### src/rtl/rx_frame_sequencer_pkg.sv
// Shared types and defaults for the UART receive frame sequencer.
package rx_frame_sequencer_pkg;

   localparam int RX_DATA_W = 8;
   localparam int RX_OVS    = 16;

   typedef enum logic [2:0] {
      ST_IDLE   = 3'd0,
      ST_START  = 3'd1,
      ST_DATA   = 3'd2,
      ST_PARITY = 3'd3,
      ST_STOP   = 3'd4
   } rx_state_t;

   typedef struct packed {
      logic parity_en;
      logic parity_odd;
      logic stop2;
   } rx_cfg_t;

   // Nonzero when data bits, received parity bit and odd-sense disagree.
   function automatic logic parity_calc(input logic [15:0] word, input logic line_bit,
                                        input logic odd);
      return (^word) ^ line_bit ^ odd;
   endfunction

endpackage

### src/rtl/rx_tick_cntr.sv
// Oversample tick counter with mid-bit (half) and end-of-bit (full) terminal compares.
module rx_tick_cntr
   import rx_frame_sequencer_pkg::*;
#(
   parameter int OVS = RX_OVS
) (
   input  logic clk,
   input  logic rst,
   input  logic enb,
   input  logic clear,
   input  logic load_zero,
   output logic half,
   output logic full
);

   localparam int CW = $clog2(OVS);
   localparam logic [CW-1:0] HALF_V = CW'(OVS / 2 - 1);
   localparam logic [CW-1:0] FULL_V = CW'(OVS - 1);

   logic [CW-1:0] count_r;

   // Tick count, advanced only on enb and wrapped at OVS-1.
   always_ff @(posedge clk) begin
      if (!rst) begin
         count_r <= '0;
      end else if (clear) begin
         count_r <= '0;
      end else if (enb) begin
         if (load_zero || (count_r == FULL_V)) begin
            count_r <= '0;
         end else begin
            count_r <= count_r + CW'(1);
         end
      end else begin
         count_r <= count_r;
      end
   end

   assign half = (count_r == HALF_V);
   assign full = (count_r == FULL_V);

endmodule

### src/rtl/rx_frame_sequencer.sv
// UART receive frame sequencer: start validation, mid-bit sampling, LSB-first
// assembly, optional parity and one or two stop bits.
module rx_frame_sequencer
   import rx_frame_sequencer_pkg::*;
#(
   parameter int DATA_W = RX_DATA_W,
   parameter int OVS    = RX_OVS
) (
   input  logic              clk,
   input  logic              rst,
   input  logic              enb,
   input  logic              clear,
   input  logic              rxd,
   input  logic              parity_en,
   input  logic              parity_odd,
   input  logic              stop2,
   output logic [DATA_W-1:0] data,
   output logic              data_valid,
   output logic              parity_err,
   output logic              frame_err,
   output logic              busy
);

   localparam int IDX_W = $clog2(DATA_W);
   localparam logic [IDX_W-1:0] LAST_IDX = IDX_W'(DATA_W - 1);

   rx_state_t         state_r, state_nx;
   logic [IDX_W-1:0]  bit_idx_r, bit_idx_nx;
   logic [DATA_W-1:0] shift_r, shift_nx;
   logic [DATA_W-1:0] data_r, data_nx;
   rx_cfg_t           cfg_r, cfg_nx;
   logic              stop_err_r, stop_err_nx;
   logic              stop_two_r, stop_two_nx;
   logic              par_hold_r, par_hold_nx;
   logic              dv_r, dv_nx, pe_r, pe_nx, fe_r, fe_nx, busy_r;
   logic              load_zero_s, half_s, full_s;

   rx_tick_cntr #(.OVS(OVS)) u_tick (
      .clk       (clk),
      .rst       (rst),
      .enb       (enb),
      .clear     (clear),
      .load_zero (load_zero_s),
      .half      (half_s),
      .full      (full_s)
   );

   // Next-state, datapath and strobe decode; nothing moves without enb.
   always_comb begin
      state_nx    = state_r;
      bit_idx_nx  = bit_idx_r;
      shift_nx    = shift_r;
      data_nx     = data_r;
      cfg_nx      = cfg_r;
      stop_err_nx = stop_err_r;
      stop_two_nx = stop_two_r;
      par_hold_nx = par_hold_r;
      dv_nx       = 1'b0;
      pe_nx       = 1'b0;
      fe_nx       = 1'b0;
      load_zero_s = 1'b0;
      if (enb) begin
         case (state_r)
            ST_IDLE: begin
               load_zero_s = 1'b1;
               if (!rxd) begin
                  state_nx          = ST_START;
                  cfg_nx.parity_en  = parity_en;
                  cfg_nx.parity_odd = parity_odd;
                  cfg_nx.stop2      = stop2;
               end else begin
                  state_nx = ST_IDLE;
               end
            end
            ST_START: begin
               if (half_s) begin
                  load_zero_s = 1'b1;
                  bit_idx_nx  = '0;
                  par_hold_nx = 1'b0;
                  state_nx    = rxd ? ST_IDLE : ST_DATA;
               end else begin
                  state_nx = ST_START;
               end
            end
            ST_DATA: begin
               if (full_s) begin
                  shift_nx = {rxd, shift_r[DATA_W-1:1]};
                  if (bit_idx_r == LAST_IDX) begin
                     bit_idx_nx  = '0;
                     stop_err_nx = 1'b0;
                     stop_two_nx = 1'b0;
                     state_nx    = cfg_r.parity_en ? ST_PARITY : ST_STOP;
                  end else begin
                     bit_idx_nx = bit_idx_r + IDX_W'(1);
                  end
               end else begin
                  state_nx = ST_DATA;
               end
            end
            ST_PARITY: begin
               if (full_s) begin
                  par_hold_nx = parity_calc(16'(shift_r), rxd, cfg_r.parity_odd);
                  state_nx    = ST_STOP;
               end else begin
                  state_nx = ST_PARITY;
               end
            end
            ST_STOP: begin
               // First of two stop bits only records its error; the last one completes.
               if (full_s) begin
                  if (cfg_r.stop2 && !stop_two_r) begin
                     stop_err_nx = ~rxd;
                     stop_two_nx = 1'b1;
                  end else begin
                     fe_nx    = stop_err_r | ~rxd;
                     pe_nx    = par_hold_r & cfg_r.parity_en;
                     dv_nx    = 1'b1;
                     data_nx  = shift_r;
                     state_nx = ST_IDLE;
                  end
               end else begin
                  state_nx = ST_STOP;
               end
            end
            default: begin
               state_nx = ST_IDLE;
            end
         endcase
      end else begin
         state_nx = state_r;
      end
   end

   // State and output registers; clear aborts the frame but keeps the last word.
   always_ff @(posedge clk) begin
      if (!rst) begin
         state_r    <= ST_IDLE;
         bit_idx_r  <= '0;
         shift_r    <= '0;
         data_r     <= '0;
         cfg_r      <= '0;
         stop_err_r <= 1'b0;
         stop_two_r <= 1'b0;
         par_hold_r <= 1'b0;
         dv_r       <= 1'b0;
         pe_r       <= 1'b0;
         fe_r       <= 1'b0;
         busy_r     <= 1'b0;
      end else if (clear) begin
         state_r   <= ST_IDLE;
         bit_idx_r <= '0;
         dv_r      <= 1'b0;
         pe_r      <= 1'b0;
         fe_r      <= 1'b0;
         busy_r    <= 1'b0;
      end else begin
         state_r    <= state_nx;
         bit_idx_r  <= bit_idx_nx;
         shift_r    <= shift_nx;
         data_r     <= data_nx;
         cfg_r      <= cfg_nx;
         stop_err_r <= stop_err_nx;
         stop_two_r <= stop_two_nx;
         par_hold_r <= par_hold_nx;
         dv_r       <= dv_nx;
         pe_r       <= pe_nx;
         fe_r       <= fe_nx;
         busy_r     <= (state_nx != ST_IDLE);
      end
   end

   assign data       = data_r;
   assign data_valid = dv_r;
   assign parity_err = pe_r;
   assign frame_err  = fe_r;
   assign busy       = busy_r;

endmodule

### config.mk
export PLATFORM = sky130hd
export DESIGN_NAME = rx_frame_sequencer
export DESIGN_NICKNAME = d
export VERILOG_FILES = /design/src/rtl/rx_frame_sequencer_pkg.sv /design/src/rtl/rx_tick_cntr.sv /design/src/rtl/rx_frame_sequencer.sv
export SDC_FILE = /design/constraint.sdc
export NUM_CORES = 1
export LEC_CHECK = 0
export CAP_MARGIN = 20
export CORE_ASPECT_RATIO = 1.4
export CORE_MARGIN = 2
export CORE_UTILIZATION = 59
export DETAILED_ROUTE_END_ITERATION = 8
export PLACE_DENSITY = 0.94
export SLEW_MARGIN = 20
export SYNTH_ARGS = -nofsm -noshare
export SYNTH_HDL_FRONTEND = slang
export SYNTH_SLANG_ARGS = --single-unit
### constraint.sdc
create_clock -name clk -period 2.71 [get_ports clk]
set_input_delay 0.542 -clock clk [delete_from_list [all_inputs] [get_ports clk]]
set_output_delay 0.542 -clock clk [all_outputs]
set_load 0.02 [all_outputs]
After elaboration in Yosys (flattened, before gate mapping). Index checks and enable logic that the tools add are counted.

Logic and storage cells: 90. Register bits after elaboration: 36. Output and inout bits: 12. Input bits: 8.

Equal/unequal tests: 13. Reductions and logical operators: 18. Bitwise logic cells: 11. Multiplexer cells: 31. $add $sub $neg: 2.

Operator list (count): 2-to-1 mux 3 bit (10); parity 16 bit (1); one-hot mux 3 bit (5 select lines) (1); 2-to-1 mux 1 bit (12); inequality test 2 bit (second input constant) (6); AND reduction 4 bit (3); AND reduction 5 bit (2); one-hot mux 1 bit (2 select lines) (4); inverter 1 bit (7); AND reduction 7 bit (1); == test 3 x 2 -> 1 bit (second input constant) (2); == test 3 bit (second input constant) (2); one-hot mux 3 bit (2 select lines) (1); nonzero test 2 bit (3); OR reduction 6 bit (1); OR reduction 5 bit (1); adder 4 x 1 -> 4 bit (second input constant) (1); == test 4 x 3 -> 1 bit (second input constant) (1); == test 4 bit (second input constant) (1); 2-to-1 mux 2 bit (2); 2-to-1 mux 4 bit (1); adder 3 x 1 -> 3 bit (second input constant) (1); == test 3 x 1 -> 1 bit (second input constant) (1); zero test 3 bit (1); other kinds (8) (9).

Depth between registers and ports, before layout. Gate-level depths: netlist (run 1).

Depth in word-level cells: 7. Gate-level depth with buffers: 7.

Modules after synthesis. A second synthesis (run 1) with hierarchy kept.

Cell total of the unflattened synthesis: 202. Area total of the unflattened synthesis: 1746.7 um^2.

Modules (own cells, without submodules): rx_frame_sequencer (times used 1, area an instance 1537.7 um^2, cells each 178, seq. area each 640.6 um^2); rx_tick_cntr (times used 1, area an instance 209.0 um^2, cells each 24, seq. area each 80.1 um^2).

Worst setup path before layout (run 1). No wires, ideal clock.

Path type: register to register. Start point: reg u_tick.count_r[0]. End point: reg bit_idx_r[1]. Data arrival time: 1.642 ns. Data required time: 2.640 ns. Clock period less this slack: 1.712 ns. Stages on the path, launching flop included: 7. Path slack: 0.998 ns. Path through: dfxtp_1 -> ha_1 -> nand2_1 -> nor4_4 -> o21ai_2 -> or4b_1 -> a21oi_1.

Word-level cells in the longest chain between the ends: 3. Elaborated cells between the ends (all ways): 5. Classes of those cells: eq/ne (4); reduce/logical (1).

Ends and longest elaborated chain: from (decl) (line rx_tick_cntr.sv:20) `logic [CW-1:0] count_r;`; from (signal assigned) (line rx_tick_cntr.sv:32) `count_r <= count_r + CW'(1);`; from (signal assigned) (line rx_tick_cntr.sv:35) `count_r <= count_r;`; == test 4 bit / == test 4 x 3 -> 1 bit (equally long branches) (line rx_tick_cntr.sv:40, rx_tick_cntr.sv:39); inequality test 2 bit (no source line); AND reduction 4 bit (no source line) (*); to (signal assigned) (line rx_frame_sequencer.sv:158) `bit_idx_r <= bit_idx_nx;`; to (decl) (line rx_frame_sequencer.sv:28) `logic [IDX_W-1:0] bit_idx_r, bit_idx_nx;`.

Every way passes the cells marked *; elsewhere a longest branch is shown, timed or not. A chain may end at the register's enable or synchronous reset.

Worst setup path in the final report (run 1).
Start point: in enb. End point: reg data_r[3] (netlist: data[3]).

Word-level cells in the longest chain between the ends: 1.

Ends and longest elaborated chain: from (decl) (line rx_frame_sequencer.sv:11) `input logic enb,`; AND reduction 5 bit (no source line); to (signal assigned) (line rx_frame_sequencer.sv:160) `data_r <= data_nx;`; to (decl) (line rx_frame_sequencer.sv:30) `logic [DATA_W-1:0] data_r, data_nx;`.

Every way passes these cells.

==> metrics.md, run 1 <==
| Metric | Value |
|---|---|
| Peak supply drop | 0.448 mV |
| Mapped Cells | 186 |
| DIE WIDTH | 49.3 um |
| Root buffer cell | clkbuf_8 |
| Req. time, crit path | 2.89 ns |
| DP Area | 0.00190 mm^2 |
| P_leak | between 0.8 and 0.9 nW |
| Tot GR Track Use | 24.3% |
| Period utilization | 78.8% |
| RSZ-0062 raised after global routing | no |
| Clock Sinks | 36 |
| Final GP Congestion | 0.947 |
| Worst slack at placement | roughly 0.30 ns |
| Post-synthesis register bit count | 36 |
| Setup Crit Path Kind | in -> reg |
| Pwr/cell area | around 520 mW/mm^2 |
| DIE AREA | 0.00332 mm^2 |
| Max Clock Freq | 468 MHz |
| Buffer count from post-CTS setup fixing | 0 |
| Largest net degree at the start of global routing | 16 |
| Critical Path End Type | flop |
| Post-Layout Inst Area | 0.00202 mm^2 |
| Final Hold Slack | 0.467 ns |
| Post-synth top area share | 42.6% |
| Adder-cell area share of the yosys netlist | between 2 and 2.5% |
| Layout cells sized above 1 | 8.21% |
| H-tree Lvls | 2 |
| Sequential area share after synthesis | 42.6% |
| Initial antenna violation count | 0 |
| Max Cap Viol | 0 |
| Worst hold path class | reg -> reg |
| EDFF count, synth | 0 |
| Worst setup SP type | primary input |
| FILL cells | 209 |
| Worst EP arrival | around 2.3 ns |
| Number of primary I/O pins | 20 |
| Post-synthesis cell area | 0.00169 mm^2 |
| Initial core utilization | 60.6% |
| Outcome | finished clean |
| Tightest Pin Transition | 0.565 ns |
| DRT iter0 DRCs | 44 |
| Compound-Gate Fraction of Synth Area | a little over a tenth |
| Netlist cell types | 40 |
| Reg2reg start | u_tick.count_r[0] |
| Mux cell area share after synthesis | a little over an eighth |
| Setup TNS | 0 ns |
| # setup viols final | 0 |
| Fin. max-slew vios | 0 |
| Post-CTS Resized | 0 |
| # rows | 23 |
| Nets@finish | 217 |
| Worst Clk Skew | 0.00690 ns |
| Largest family of logic cells by synthesized area | simple AND/OR/NAND/NOR gates |
| Synth Area in Simple Gates | 21.3% |
| IO buf count | 19 |
| Syn Nets | 197 |
| Post-layout min period | 2.14 ns |
| WL final | 3580 um |
| Diode count | 0 |
| Synth area leader | dfxtp_1 |
| FFs w/ async S/R, synth | 0% |
| Clk pin slew, worst setup/hold paths | approximately 0.070 ns |
| Skew-Pair Late Insertion Delay | around 0.29 ns |
| Hpwl dp | 2630 um |
| Synth-to-layout area growth | 19.2% |
| Avg WL per Cell | ~15 um |
| Slew margin rel. | 62.3% |
| Yosys warning count | 0 |
| CTS buffer count | 5 |
| First-pass GRT wire length | between 5000 and 6000 um |
| Die Span Y | 67.4 um |
| CTS tree | built |
| Via Count | approximately 1400 |
| Ranking of synthesized cells by area | dfxtp_1, mux2i_1, nor2_1, xnor2_1, o21ai_0 |
| Max FO, Critical Path | 9 |
| Final Hold Fails | 0 |
| Vias in the first global route | between 1000 and 1500 |
| Clock tree buffer depth | 2 |
| First-pass iteration count of the detailed router | 4 |
| # hold bufs at CTS | 0 |
| DRC Markers | 0 |
| Hold wc startpoint | bit_idx_r[1] |
| DR vias/cell | 5.64 |
| Synth Area in XOR/XNOR | under 10% |
| Routed Antenna Nets | 0 |
| Critical Path Source | enb |
| Worst setup margin | ~0.57 ns |
| Syn avg cell area | approximately 9.1 um^2 |
| Remaining global-route overflow | 0 |
| Top_reg_cell synth | dfxtp_1 |
| Power Total | 1.05 mW |
| Core area | 0.00279 mm^2 |
where the power goes:
part           internal, mW  switching, mW  leakage [nW]  total (mW)
clock                 0.272          0.197        0.0541       0.469
combinational        0.0236         0.0264         0.500      0.0500
sequential            0.532        0.00355         0.290       0.535
total                 0.827          0.227         0.845        1.05
cell usage in the layout, fill, tap and decap left out, types with 5 or more instances in the layout:
master	instances
clkbuf_8	5
clkdlybuf4s50_1	19
o21ai_0	9
a21oi_1	5
nand3_1	6
nor2_1	33
mux2i_1	22
nand2_1	10
inv_1	5
dfxtp_1	36
xnor2_1	11
cell usage after synthesis, types with 2 or more instances:
cell and count:
dfxtp_1 36, a31oi_1 2, a21oi_1 5, and3_1 2
mux2i_1 22, inv_1 5, a31o_2 2, nand2b_1 4
ha_1 3, nor2_1 33, o21ai_0 9, nand3_1 6
xor2_1 2, xnor2_1 11, nand4_1 2, a22oi_1 2
nand2_1 10, nor2b_1 4, clkbuf_1 5
logic make-up (layout without fill, tap and decap cells):
group / count (synthesis) / count (layout)
buffers and inverters: 13 / 34
adders and majority gates: 3 / 3
xor gates and xnor gates: 13 / 13
and+or+nand+nor: 71 / 71
DFF: 36 / 36
AOI/OAI and AO/OA: 28 / 28
muxes: 22 / 22
worst max-delay path, cell delays in order:
cell and delay, ns:
clkdlybuf4s50_1 0.47, nor2b_1 0.28, nand2_1 0.10, or3_1 0.61
mux2i_1 0.25, nor2_1 0.06
per-stage QoR:
| stage | instances | util, % |
|---|---|---|
| global route | 244 | 72.2 |
| floorplan | 186 | - |
| CTS | 244 | 72.2 |
| finish | 244 | 72.2 |
| detailed placement | 236 | 68.2 |
| global placement | 236 | 68.2 |
path summary, 6_finish.rpt:
check	slack, ns	endpoint	cells after the start
max	0.57	data[3]	6
max reg2reg	0.67	data[3]	6
min	0.47	bit_idx_r[1]	2
min reg2reg	0.47	bit_idx_r[1]	2
metal layers:
metal  global-route usage, %  part of all wire (%)  vias to the layer above
met3                    6.64                   4.2                        8
met1                    24.8                    40                      648
li1                        -                     -                      687
met4                    15.7                   2.3                        0
met2                    43.8                    53                       32
met5                       0                     0                        -
layout make-up:
| class | instances | area, um^2 | area share, % |
|---|---|---|---|
| multi-input cells | 137 | 913 | 45.3 |
| flip-flops and latches | 36 | 721 | 35.8 |
| repair buffers | 21 | 205 | 10.2 |
| clock buffers | 5 | 68.8 | 3.41 |
| well taps | 37 | 46.3 | 2.30 |
| clock inverters | 3 | 42.5 | 2.11 |
| inverters | 5 | 18.8 | 0.931 |
state kept, by name, summed over array words and instances, names as in the netlist:
name and cells:
bit_idx_r 3, busy 1, cfg_r 3, data 8, data_valid 1, frame_err 1
par_hold_r 1, parity_err 1, shift_r 8, state_r 3, stop_err_r 1, stop_two_r 1
u_tick.count_r 4
(Power assumes the default switching activity.)
==> inputs of run 2 (changes only) <==
Settings changed: CORE_UTILIZATION 59 to 49, PLACE_DENSITY 0.94 to 0.84.
Clock period 2.71 ns to 1.9 ns, I/O delays scaled along.
==> run 2 against run 1 <==
Net effect: sequential share of layout area fell by 1.2 points; clock power up 8.5%; setup slack lost 0.46 ns; first-iteration DRC count down 45%; critical path depth stayed put; clock-buffer cell count up 1; worst hold slack improved by 0.0010 ns; sequential power grew 43%; final cell count increased by 5.7%; combinational power up 60%.
==> metrics.md, run 2 (same netlist as run 1, synthesis figures left out) <==
| Metric | Value |
|---|---|
| Max Clock Freq | 560 MHz |
| DRC Markers | 0 (unchanged) |
| GR Layer Usage met3 | 6.10% (-0.54 points) |
| Final GP Congestion | 0.857 (-9.5%) |
| Pwr/cell area | 647 mW/mm^2 (+24%) |
| # setup viols final | 0 (unchanged) |
| Worst hold path class | reg -> reg |
| Skew-Pair Late Insertion Delay | 0.29 ns (about the same) |
| Hpwl dp | 2630 um (-0.29%) |
| Critical Path End Type | flop |
| Met1 usage | 22.1% (-2.7 points) |
| Slew margin rel. | 70.2% (+7.9 points) |
| Clk pin slew, worst setup/hold paths | 0.07 ns (about the same) |
| Diode count | 0 (unchanged) |
| CTS buffer count | 5 (unchanged) |
| Layout cells sized above 1 | 12.8% (+4.6 points) |
| Final Hold Fails | 0 (unchanged) |
| Post-layout min period | 1.79 ns |
| Worst setup SP type | flop |
| Number of primary I/O pins | 20 (unchanged) |
| CTS tree | built |
| DRT iter0 DRCs | 24 (-45%) |
| Period utilization | 94.0% |
| IO buf count | 19 (unchanged) |
| Most common cell after layout, fill and taps aside | dfxtp_1 |
| Avg WL per Cell | 13.5 um (-8.1%) |
| First-pass iteration count of the detailed router | 4 (unchanged) |
| Outcome | finished clean |
| Inst Count DP | 251 (+6.4%) |
| Remaining global-route overflow | 0 (unchanged) |
| DIE AREA | 0.00395 mm^2 (+19%) |
| Nets@finish | 229 (+5.5%) |
| Tot GR Track Use | 20.4% (-3.9 points) |
| Core area | 0.00335 mm^2 (+20%) |
| First-pass GRT wire length | 5730 um (-4.2%) |
| Final core utilization | 62.4% (-9.8 points) |
| Worst setup margin | 0.115 ns (-0.459 ns) |
| Synth-to-layout area growth | 23.4% |
| Routed Antenna Nets | 0 (unchanged) |
| RSZ-0062 raised after global routing | no |
| WL final | 3480 um (-2.8%) |
| Clock tree buffer depth | 2 (unchanged) |
| Req. time, crit path | 2.12 ns (-0.77 ns) |
| Via Count | 1391 (+1.2%) |
| Root buffer cell | clkbuf_8 |
| Clock Sinks | 36 (unchanged) |
| FILL cells | 276 (+32%) |
| Grt met2 use | 34.3% (-9.5 points) |
| Initial antenna violation count | 0 (unchanged) |
| Buffer count from post-CTS setup fixing | 0 (unchanged) |
| # rows | 25 (+8.7%) |
| Gr busiest metal | met2 |
| Most frequent cells in the layout | dfxtp_1, nor2_1, mux2i_1 |
| Vias in the first global route | 1314 (-3.8%) |
| Peak supply drop | 0.637 mV (+42%) |
| Worst EP arrival | 2.01 ns (-0.31 ns) |
| Initial core utilization | 50.5% (-10 points) |
| Tightest Pin Transition | 0.446 ns (-0.120 ns) |
| Worst slack at placement | -0.124 ns (-0.419 ns) |
| H-tree Lvls | 2 (unchanged) |
| Fin. max-slew vios | 0 (unchanged) |
| Setup Crit Path Kind | reg -> reg |
| Max FO, Critical Path | 6 (-3) |
| DR vias/cell | 5.39 (-4.3%) |
| Max Cap Viol | 0 (unchanged) |
| DIE WIDTH | 53.7 um (+8.9%) |
| Worst Clk Skew | 0.00615 ns (-0.000751 ns) |
| Non-filler cells in the finished layout | 258 (+5.7%) |
| P_leak | 0.890 nW (+5.3%) |
| Die Span Y | 73.5 um (+9.2%) |
| Largest net degree at the start of global routing | 18 (+2) |
[run 2: critical path, cell delays in order (launching register included)]
cell and delay [ns]:
dfxtp_1 0.41, ha_4 0.19, nand2_1 0.10, nor4_4 0.27, o21ai_2 0.12, or4b_1 0.47, a21oi_1 0.16
[run 2: repair_timing]
item / in CTS / in global routing
gates resized for setup: 0 / 2
setup endpoints to repair: 0 / 10
hold buffers: 0 / 0
[run 2: cell type report]
type	count	area [um^2]	share of cell area, %
clock buffer	6	72.6	3.48
clock inverter	1	5.00	0.240
inverter	5	18.8	0.899
multi-input combinational	137	926	44.3
sequential	36	721	34.5
tap	40	50.0	2.40
timing repair buffer	33	295	14.1
[run 2: final timing paths]
path	startpoint	end	slack (ns)	cells past startpoint
setup reg to reg	u_tick.count_r[0]	bit_idx_r[1]	0.11	6
setup / recovery	u_tick.count_r[0]	bit_idx_r[1]	0.11	6
hold / removal	stop_err_r	frame_err	0.47	1
hold reg to reg	stop_err_r	frame_err	0.47	1
[run 2: metrics by stage]
step                setup TNS (ns)  hold WS (ns)  total power, mW  area (um^2)
global route                     0         0.492             1.40         2090
detailed placement           -1.12         0.452            0.859         2000
global placement            -0.855         0.446            0.858         2000
finish                           0         0.468             1.35         2090
floorplan                        0         0.427            0.821         1690
CTS                              0         0.468             1.36         2080
[run 2: power breakdown]
part / switching, mW / leakage, nW / internal, mW
clock: 0.260 / 0.0410 / 0.249
sequential: 0.00379 / 0.290 / 0.759
combinational: 0.0400 / 0.558 / 0.0400
[run 2: metal layers]
layer  vias to the layer above  share of wire, %
met5                         -                 0
met4                         0               2.2
met3                         5               3.6
met2                        26                54
met1                       661                40
li1                        699                 -
==> inputs of run 3 (changes only) <==
Settings changed: ABC_AREA from default to 1, CORE_UTILIZATION 49 to 59, PLACE_DENSITY 0.84 to 0.93.
Clock period 1.9 ns to 2.1 ns, I/O delays scaled along.
==> run 3 against run 2 <==
Net effect: sequential share of layout area increased by 0.31 points; clock-buffer cell count unchanged; clock skew fell by 0.00069 ns; critical endpoint is now shift_r[7].
==> metrics.md, run 3 <==
| Metric | Value |
|---|---|
| Slew margin rel. | 77.2% (+7.0 points) |
| Ranking of synthesized cells by area | dfxtp_1, nand2_1, nor2_1, o21ai_0, inv_1 |
| Top-count cell post-synth | nand2_1 |
| RSZ-0062 raised after global routing | no |
| P_sw | 0.282 mW (-7.1%) |
| WL final | 3550 um (+2.0%) |
| Top_reg_cell synth | dfxtp_1 |
| Setup Crit Path Kind | in -> reg |
| Combinational share of power | 5.5% (-0.4 points) |
| EDFF count, synth | 0 (unchanged) |
| Routed wl met2 | 1850 um (-1.5%) |
| Clock Power Share | 43.3% (+5.7 points) |
| Tot GR Track Use | 24.3% (+3.9 points) |
| Netlist cell types | 22 (-45%) |
| P_leak | 0.929 nW (+4.5%) |
| Most frequent cells in the layout | nand2_1, nor2_1, dfxtp_1 |
| Critical path, cell by cell | clkdlybuf4s50_1 > nand2_1 > nor2_2 > nand2_1 > inv_1 > o21ai_0 > a21oi_1 |
| Sw Ratio | 20.8% (-1.7 points) |
| Routed Antenna Nets | 0 (unchanged) |
| Post-Layout Inst Area | 0.00207 mm^2 (-0.90%) |
| Final Hold Fails | 0 (unchanged) |
| Slowest CP cell | clkdlybuf4s50_1 |
| # rows | 23 (-8.0%) |
| DRC Markers | 0 (unchanged) |
| Post-synth top cells | nand2_1, nor2_1, dfxtp_1 |
| Reg power frac | 51.2% (-5.2 points) |
| Syn Nets | 266 (+35%) |
| Core area | 0.00285 mm^2 (-15%) |
| Fin. max-slew vios | 0 (unchanged) |
| Initial core utilization | 61.0% (+10 points) |
| Clock tree buffer depth | 2 (unchanged) |
| Vias in the first global route | 1517 (+15%) |
| Peak supply drop | 0.488 mV (-23%) |
| Synth area leader | dfxtp_1 |
| First-pass GRT wire length | 6180 um (+7.8%) |
| Crit path buffers/inverters | 2 (+2) |
| Uppermost layer routed | met4 |
| CTS tree | built |
| Most common cell after layout, fill and taps aside | nand2_1 |
| DP Area | 0.00196 mm^2 (-1.8%) |
| # setup viols final | 0 (unchanged) |
| Max Clock Freq | 581 MHz |
| Final GP Congestion | 0.932 (+8.7%) |
| Tightest Pin Transition | 0.341 ns (-0.104 ns) |
| Initial antenna violation count | 0 (unchanged) |
| Mapped Cells | 255 (+37%) |
| Post-synthesis cell area | 0.00174 mm^2 (+2.7%) |
| Skew-Pair Late Insertion Delay | 0.29 ns (about the same) |
| Top cell by count, worst path | nand2_1 |
| R2r setup slk | 0.43 ns (+0.32 ns) |
| Int Pwr | 1.07 mW (+2.4%) |
| DR vias/cell | 5.13 (-4.8%) |
| Met3 wire length | 118 um (-5.6%) |
| Root buffer cell | clkbuf_8 |
| Max FO, Critical Path | 12 (+6) |
| Critical Path End Type | flop |
| Req. time, crit path | 2.32 ns (+0.20 ns) |
| H-tree Lvls | 2 (unchanged) |
| First-pass iteration count of the detailed router | 4 (unchanged) |
| DRT iter0 DRCs | 44 (+83%) |
| Max Cap Viol | 0 (unchanged) |
| Post-layout min period | 1.72 ns |
| Avg WL per Cell | 11.2 um (-17%) |
| DIE WIDTH | 49.9 um (-7.1%) |
| FFs w/ async S/R, synth | 0% (unchanged) |
| Remaining global-route overflow | 0 (unchanged) |
| Syn avg cell area | 6.82 um^2 (-25%) |
| Post-synth top area share | 41.5% (-1.1 points) |
| # hold bufs at CTS | 0 (unchanged) |
| Pwr/cell area | 655 mW/mm^2 (+1.2%) |
| Buffer count from post-CTS setup fixing | 0 (unchanged) |
| Largest net degree at the start of global routing | 20 (+2) |
| Via Count | 1627 (+17%) |
| Clk pin slew, worst setup/hold paths | 0.07 ns (about the same) |
| Met1 Wirelength | 1470 um (+5.0%) |
| Setup TNS | 0 ns (unchanged) |
| DIE AREA | 0.00340 mm^2 (-14%) |
| Hpwl dp | 2660 um (+1.1%) |
| Diode count | 0 (unchanged) |
| Power Total | 1.35 mW (+0.28%) |
| Worst EP arrival | 1.94 ns (-0.07 ns) |
| Sequential area share after synthesis | 41.5% (-1.1 points) |
| Clock Sinks | 36 (unchanged) |
| Post-CTS Resized | 0 (unchanged) |
| CTS buffer count | 5 (unchanged) |
| Worst hold path class | reg -> reg |
| Crit-path max cell delay | 0.58 ns (+0.11 ns) |
| Outcome | finished clean |
| Worst Clk Skew | 0.00545 ns (-0.000693 ns) |
| Number of primary I/O pins | 20 (unchanged) |
| Die Span Y | 68.2 um (-7.2%) |
| Nets@finish | 290 (+27%) |
| Synth-to-layout area growth | 19.1% |
| Period utilization | around 80% |
| Layout cells sized above 1 | 9.29% (-3.6 points) |
| Post-synthesis register bit count | 36 (unchanged) |
| Crit path max-delay family | buffers and inverters |
| IO buf count | 19 (unchanged) |
| Worst setup SP type | primary input |
| Yosys warning count | 0 (unchanged) |
run 3: cell types whose count changed in the layout (fill, tap and decap cells not counted), moves of 10 or more:
cell     before  now
nand2_1      10   51
inv_1         5   27
o21ai_0       9   24
nor2_1       33   46
mux2i_1      22    0
a21oi_1       5   18
buf_4        14    4
run 3: area by class of cell:
| class | count | area, um^2 |
|---|---|---|
| inverters | 32 | 120 |
| flip-flops and latches | 36 | 721 |
| well taps | 37 | 46.3 |
| multi-input cells | 181 | 855 |
| clock buffers | 6 | 72.6 |
| fillers | 215 | 779 |
| clock inverters | 2 | 35.0 |
| repair buffers | 23 | 220 |
run 3: power by group through the flow:
stage	registers (mW)	clock network [mW]	logic, mW
global placement	0.709	0	0.0722
detailed placement	0.709	0	0.0736
global route	0.694	0.620	0.0829
finish	0.693	0.587	0.0746
floorplan	0.707	0	0.0453
CTS	0.693	0.600	0.0742
run 3: path summary, 6_finish.rpt:
| check | from | endpoint | depth (start not counted) |
|---|---|---|---|
| worst min-delay path | stop_two_r | stop_two_r | 2 |
| worst max register to register | u_tick.count_r[0] | shift_r[7] | 9 |
| worst min register to register | stop_two_r | stop_two_r | 2 |
| worst max-delay path | enb | shift_r[7] | 7 |
run 3: through the flow:
stage / setup slack [ns] / cells / hold WS [ns] / utilization, %
after global routing: 0.209 / 317 / 0.497 / 72.6
after floorplan: 0.723 / 255 / 0.419 / -
after global placement: 0.178 / 309 / 0.454 / 68.9
after detailed placement: 0.119 / 309 / 0.456 / 68.9
final: 0.378 / 317 / 0.469 / 72.6
after CTS: 0.412 / 317 / 0.467 / 72.6
run 3: cell families after synthesis:
| logic type | Yosys count | share of synthesized area (%) |
|---|---|---|
| adders and majority gates | 3 | 2.16 |
| buffers and inverters | 38 | 9.36 |
| AOI/OAI and AO/OA | 46 | 13.3 |
| and+or+nand+nor | 126 | 30.7 |
| DFF | 36 | 41.5 |
| xor gates and xnor gates | 6 | 3.02 |
run 3: worst register-to-register path: stages, from the launching register on:
cell and delay (ns):
dfxtp_1 0.33, ha_1 0.22, nand2_2 0.13, inv_2 0.06, nand2_1 0.12, nor2_2 0.06
nand2_1 0.27, inv_1 0.15, o21ai_0 0.17, a21oi_1 0.06
run 3: routing by layer:
metal | up-vias | GRT usage, %
li1 | 852 | -
met1 | 724 | 24.1
met2 | 43 | 46.7
met3 | 8 | 5.90
met4 | 0 | 12.5
met5 | - | 0
